$ cat config.mk
export PLATFORM = sky130hd
export DESIGN_NAME = fifo_drain_unit
export DESIGN_NICKNAME = d
export VERILOG_FILES = /design/src/rtl/fifo_drain_unit.sv
export SDC_FILE = /design/constraint.sdc
export NUM_CORES = 1
export LEC_CHECK = 0
export CORE_MARGIN = 8
export CORE_UTILIZATION = 46
export DETAILED_ROUTE_END_ITERATION = 10
export PLACE_DENSITY_LB_ADDON = 0.08
export SLEW_MARGIN = 20
export SYNTH_ARGS = -nofsm -noshare
export SYNTH_HDL_FRONTEND = slang
export SYNTH_SLANG_ARGS = --single-unit
$ cat constraint.sdc
create_clock -name clk -period 2.1 [get_ports clk]
set_input_delay 0.525 -clock clk [delete_from_list [all_inputs] [get_ports clk]]
set_output_delay 0.525 -clock clk [all_outputs]
set_load 0.01 [all_outputs]
$ cat src/rtl/fifo_drain_unit.sv
// fifo_drain_unit: pops up to a programmed number of entries from an upstream
// FIFO into a one-entry output register, tracking count and XOR checksum.
module fifo_drain_unit #(
    parameter int ENTRY_WIDTH = 32,
    parameter int N_ENTRIES   = 8,
    localparam int CTR_WIDTH  = $clog2(N_ENTRIES) + 1
) (
    input  logic                   clk,
    input  logic                   rst_aL,
    input  logic                   start,
    input  logic [CTR_WIDTH-1:0]   max_count,
    input  logic                   deq_valid,
    input  logic [ENTRY_WIDTH-1:0] deq_data,
    output logic                   deq_ready,
    output logic                   out_valid,
    input  logic                   out_ready,
    output logic [ENTRY_WIDTH-1:0] out_data,
    output logic [CTR_WIDTH-1:0]   drained_count,
    output logic [ENTRY_WIDTH-1:0] checksum,
    output logic                   busy,
    output logic                   done
);

    typedef enum logic [1:0] {IDLE, DRAIN, FLUSH} state_t;

    state_t               state_q, state_d;
    logic                 done_d;
    logic [CTR_WIDTH-1:0] max_q;
    logic                 start_go;
    logic                 pop;
    logic                 below_limit;
    logic                 limit_hit;

    assign start_go    = (state_q == IDLE) && start;
    assign below_limit = drained_count < max_q;
    // Output slot is free when empty or being consumed this cycle.
    assign deq_ready   = (state_q == DRAIN) && (!out_valid || out_ready) && below_limit;
    assign pop         = deq_valid && deq_ready;
    assign limit_hit   = pop && ((drained_count + CTR_WIDTH'(1)) == max_q);
    assign busy        = (state_q != IDLE);

    // Next-state and done-pulse decode.
    always_comb begin
        state_d = state_q;
        done_d  = 1'b0;
        case (state_q)
            IDLE: begin
                if (start) begin
                    if (max_count != '0) state_d = DRAIN;
                    else                 done_d  = 1'b1;
                end
            end
            DRAIN: begin
                // Limit exit is checked first so it wins over the empty exit.
                if (limit_hit)                    state_d = FLUSH;
                else if (deq_ready && !deq_valid) state_d = FLUSH;
            end
            FLUSH: begin
                if (!out_valid || out_ready) begin
                    state_d = IDLE;
                    done_d  = 1'b1;
                end
            end
            default: state_d = IDLE;
        endcase
    end

    // State register and registered done pulse.
    always_ff @(posedge clk or negedge rst_aL) begin
        if (!rst_aL) begin
            state_q <= IDLE;
            done    <= 1'b0;
        end else begin
            state_q <= state_d;
            done    <= done_d;
        end
    end

    // Drain bookkeeping: latched limit, count and checksum.
    always_ff @(posedge clk or negedge rst_aL) begin
        if (!rst_aL) begin
            max_q         <= '0;
            drained_count <= '0;
            checksum      <= '0;
        end else if (start_go) begin
            drained_count <= '0;
            checksum      <= '0;
            if (max_count != '0) max_q <= max_count;
        end else if (pop) begin
            drained_count <= drained_count + CTR_WIDTH'(1);
            checksum      <= checksum ^ deq_data;
        end
    end

    // Output register: load on pop, drop once consumed, hold while stalled.
    always_ff @(posedge clk or negedge rst_aL) begin
        if (!rst_aL) begin
            out_valid <= 1'b0;
            out_data  <= '0;
        end else if (pop) begin
            out_valid <= 1'b1;
            out_data  <= deq_data;
        end else if (out_ready) begin
            out_valid <= 1'b0;
        end
    end

endmodule
# == Word level (Yosys, flattened, before mapping) ==
# Index checks and enable logic that the tools add are counted.
# op_classes
eq_ne,7
n_addsub,1
n_mux,16
reduce_logical,16
order_cmp,1
bitwise_logic,1
# op_table
operator,count
$mux W32,2
$xor A32 B32 Y32,1
$mux W2,5
$mux W4,2
$logic_and A1 B1 Y1,6
$pmux W2 S3,1
$reduce_bool A2 Y1,3
$mux W1,5
$add A4 B1 Y4 const B,1
$eq A4 B4 Y1,1
$lt A4 B4 Y1,1
$ne A2 B2 Y1 const B,2
$reduce_and A4 Y1,1
$reduce_bool A4 Y1,1
$ne A3 B2 Y1 const B,1
$eq A2 B1 Y1 const B,1
$eq A2 B2 Y1 const B,1
$logic_not A1 Y1,2
$logic_not A2 Y1,1
$ne A2 B1 Y1 const B,1
$pmux W1 S2,1
$reduce_and A2 Y1,1
$logic_or A1 B1 Y1,1
# word_totals
regBits,76
out_inout_bits,72

# == Longest topological paths before layout ==
# depth
word_depth,8
ltp_mapped,7

# == Worst setup path after synthesis ==
# Ideal clock, no wire load.
# synth_path
path_type,register to output
startpoint,register drained_count[1]
endpoint,output deq_ready
required_time_ps,1575
arrival_time_ps,1656
slack_ps,-81
path_stages_with_launch,6
cell_sequence,dfrtp_1 > ha_1 > nor2b_1 > o31a_1 > buf_2 > nor3_1
# synth_via
elab_chain_len,2
# synth_lines
element,line_no,source
"start, declared",18,"output logic [CTR_WIDTH-1:0] drained_count,"
"start signal, assigned",90,drained_count <= drained_count + CTR_WIDTH'(1);
$lt A4 B4 Y1,35,assign below_limit = drained_count < max_q;
$logic_and A1 B1 Y1,37,assign deq_ready = (state_q == DRAIN) && (!out_valid || out_ready) && below_limit;
"end, declared",14,"output logic deq_ready,"
# Every way passes these cells.

# == Final worst setup path ==
# Ends and elaborated chain as after synthesis.

==> flow_summary.ini <==
[route]
wl_per_cell_microns = 17.0
vias = 2879
drt_iter0_drc = 129
met1Wirelength_mm = 4.01
dr_wl_met3_microns = 678
via_per_inst = 5.22
routed.top_layer = met4
drc = 0
routed_wl_mm = 9.40
wl_met2_mm = 4.64
drtPass1Iterations = 4
postRouteAntennaNets = 0

[timing]
whs_ns = 0.171
setup_tns_ns = -0.176
setup_viol = 1
timing.fmax_ghz = 0.439
min_period_ns = 2.28
fin_crit_sh_pct = 108
hold_viol = 0
fin_skew_ns = 0.0116
rsz0062_at_grt = true
maxSlewHeadroom_pct = 61.7
slew_viol_final = 0
setup_slack_ns = -0.176
worst-slew-pin-transition_ns = 0.575

[final_layout]
nFillCells = 568
design_area_sq_mm = 0.00504
final_util_pct = 69.8
drive_above_1_share_pct = 15.5
diodes = 0
finalNonFillerCells = 552
area_growth_pct = 48.0
nets = 494

[power]
p_leak_nw = 2.42
finalPower_mw = 7.89
ir_drop_v = 0.000812
p_per_area_mw_per_mm2 = 1570

[setup_path]
slowest_delay_ns = 0.39
cp_top_family = flip-flops
worst_setup_path_start_kind = register
critPathBufInv = 1
crit_arrival_ns = 1.75
slowest_stage = dfrtp_1
required_ns = 1.57
cp_max_fo = 2
crit_type = reg2out
path_cells = ha_1 -> nor2b_1 -> o31a_1 -> nor3_2 -> buf_2
critPathCaptureType = output port

[floorplanning]
start_util_pct = 47.2
core_sq_mm = 0.00721
die_w_microns = 102
die_h_microns = 102
ios = 113
die-area_sq_mm = 0.0104
row_count = 31

[synth]
syn_nets = 360
ys_ff_latch = 76
synth_top_area_share_pct = 55.9
syn_avg_cell_area_sq_um = 10.8
syn_inst = 314
synth_warnings = 0
synth_area_sq_mm = 0.00340
synth_edf_count = 0
ys_types = 42
netlist.top_cell.by_area = dfrtp_1
synth.area.top_cells = dfrtp_1 (56%), mux2i_1 (7.1%), nand2_1 (6.6%)
synthArstFlopShare_pct = 100
synth_ff_type = dfrtp_1
yosysSeqAreaShare_pct = 55.9

[global_route]
antenna_found_initial = 0
first_global_vias = 3032
grt_pass1_wl_mm = 15.1
overflow = 0
grt_use_total_pct = 18.6
grt_max_degree = 44

[run_status]
status = finished with violations
violations = setup timing

[cts]
htree_levels = 3
clock-sinks = 76
clockRootBuffer = clkbuf_8
cts_made_buffers = 9
tritoncts = built
insertion_delay_ns = 0.35
clk_pin_slew_ns = 0.08
clockBufferDepth = 2

[flow_run]
maxCapViolations = 0

[placed_design]
preCtsSetupSlack_ns = -0.336
placed_area_sq_mm = 0.00479
dp_hpwl_mm = 6.68
io_buffers = 112
routabilityCongestion = 0.807
place_inst = 535

[hold_path]
hold_class = in2async
-- logic make-up (layout without fill, tap and decap cells) --
family	after synthesis	in the layout	synth area share, %
AND/OR/NAND/NOR	113	113	15.2
flip-flops	76	76	55.9
AO/OA/AOI/OAI	59	59	11.7
multiplexers	32	32	10.4
buffers and inverters	23	162	3.46
XOR/XNOR	6	6	1.54
adder cells (fa/ha/maj)	5	5	1.84
-- flip-flops by register name, summed over array words and instances (netlist names) --
register,cells
state_q,2
out_data,32
max_q,4
checksum,32
done,1
out_valid,1
drained_count,4
-- per-layer routing --
metal | vias to the layer above | GRT usage [%]
met5 | - | 0
met4 | 0 | 5.08
met3 | 6 | 6.68
met2 | 69 | 30.9
met1 | 1441 | 22.3
li1 | 1363 | -
-- report_power, final --
group	total [mW]	switching [mW]	internal [mW]	leakage (nW)
sequential	2.46	0.380	2.09	0.963
clock	1.37	0.546	0.827	0.120
combinational	4.05	1.96	2.09	1.34
-- worst paths after layout --
kind / from / to / slack, ns / cells past startpoint
max: drained_count[1] / deq_ready / -0.18 / 5
min: rst_aL / out_data[13] / 0.17 / 1
max reg2reg: drained_count[1] / checksum[9] / 0.16 / 7
min reg2reg: checksum[30] / checksum[30] / 0.48 / 1
max in group asynchronous: rst_aL / checksum[28] / 1.37 / 2
min in group clk: checksum[30] / checksum[30] / 0.48 / 1
-- synth_stat cells, types with 2 or more instances --
cell      number
dfrtp_1       76
mux2i_1       24
nand3_1       27
ha_1           5
a22o_1         4
xor2_1         3
nand2b_1       4
nand2_1       60
clkbuf_1       6
a31oi_1        8
mux2_4         6
xnor2_1        3
mux2_2         2
a31o_2         9
buf_4          4
nor2_1         9
o41ai_1        2
inv_1          5
o21ai_0       27
o211ai_1       2
buf_2          7
-- layout make-up --
class | count | area [sq um] | share of cell area (%)
Sequential cell | 76 | 1900 | 37.8
Multi-Input combinational cell | 215 | 1390 | 27.6
Timing Repair Buffer | 141 | 1360 | 26.9
Clock buffer | 11 | 141 | 2.81
Tap cell | 99 | 124 | 2.46
Clock inverter | 5 | 106 | 2.11
Inverter | 5 | 18.8 | 0.373
-- timing repair --
item	4_1_cts	5_1_grt
pin swaps	1	0
setup buffers	1	0
setup endpoints to repair	2	1
hold buffers	0	0
gates resized for setup	6	0
-- layout by cell type (no fill, tap or decap), types with 3 or more instances in the layout --
| cell type | netlist | final |
|---|---|---|
| ha_1 | 5 | 5 |
| xor2_1 | 3 | 3 |
| xnor2_1 | 3 | 3 |
| buf_4 | 4 | 28 |
| nand2b_1 | 4 | 4 |
| a31oi_1 | 8 | 8 |
| bufinv_16 | 0 | 3 |
| clkbuf_8 | 0 | 10 |
| a31o_2 | 9 | 9 |
| nor2_1 | 9 | 9 |
| inv_1 | 5 | 5 |
| mux2_4 | 6 | 6 |
| mux2i_1 | 24 | 24 |
| nand3_1 | 27 | 27 |
| clkdlybuf4s50_1 | 0 | 109 |
| a22o_1 | 4 | 4 |
| nand2_1 | 60 | 60 |
| dfrtp_1 | 76 | 75 |
| o21ai_0 | 27 | 27 |
(Power assumes the default switching activity.)
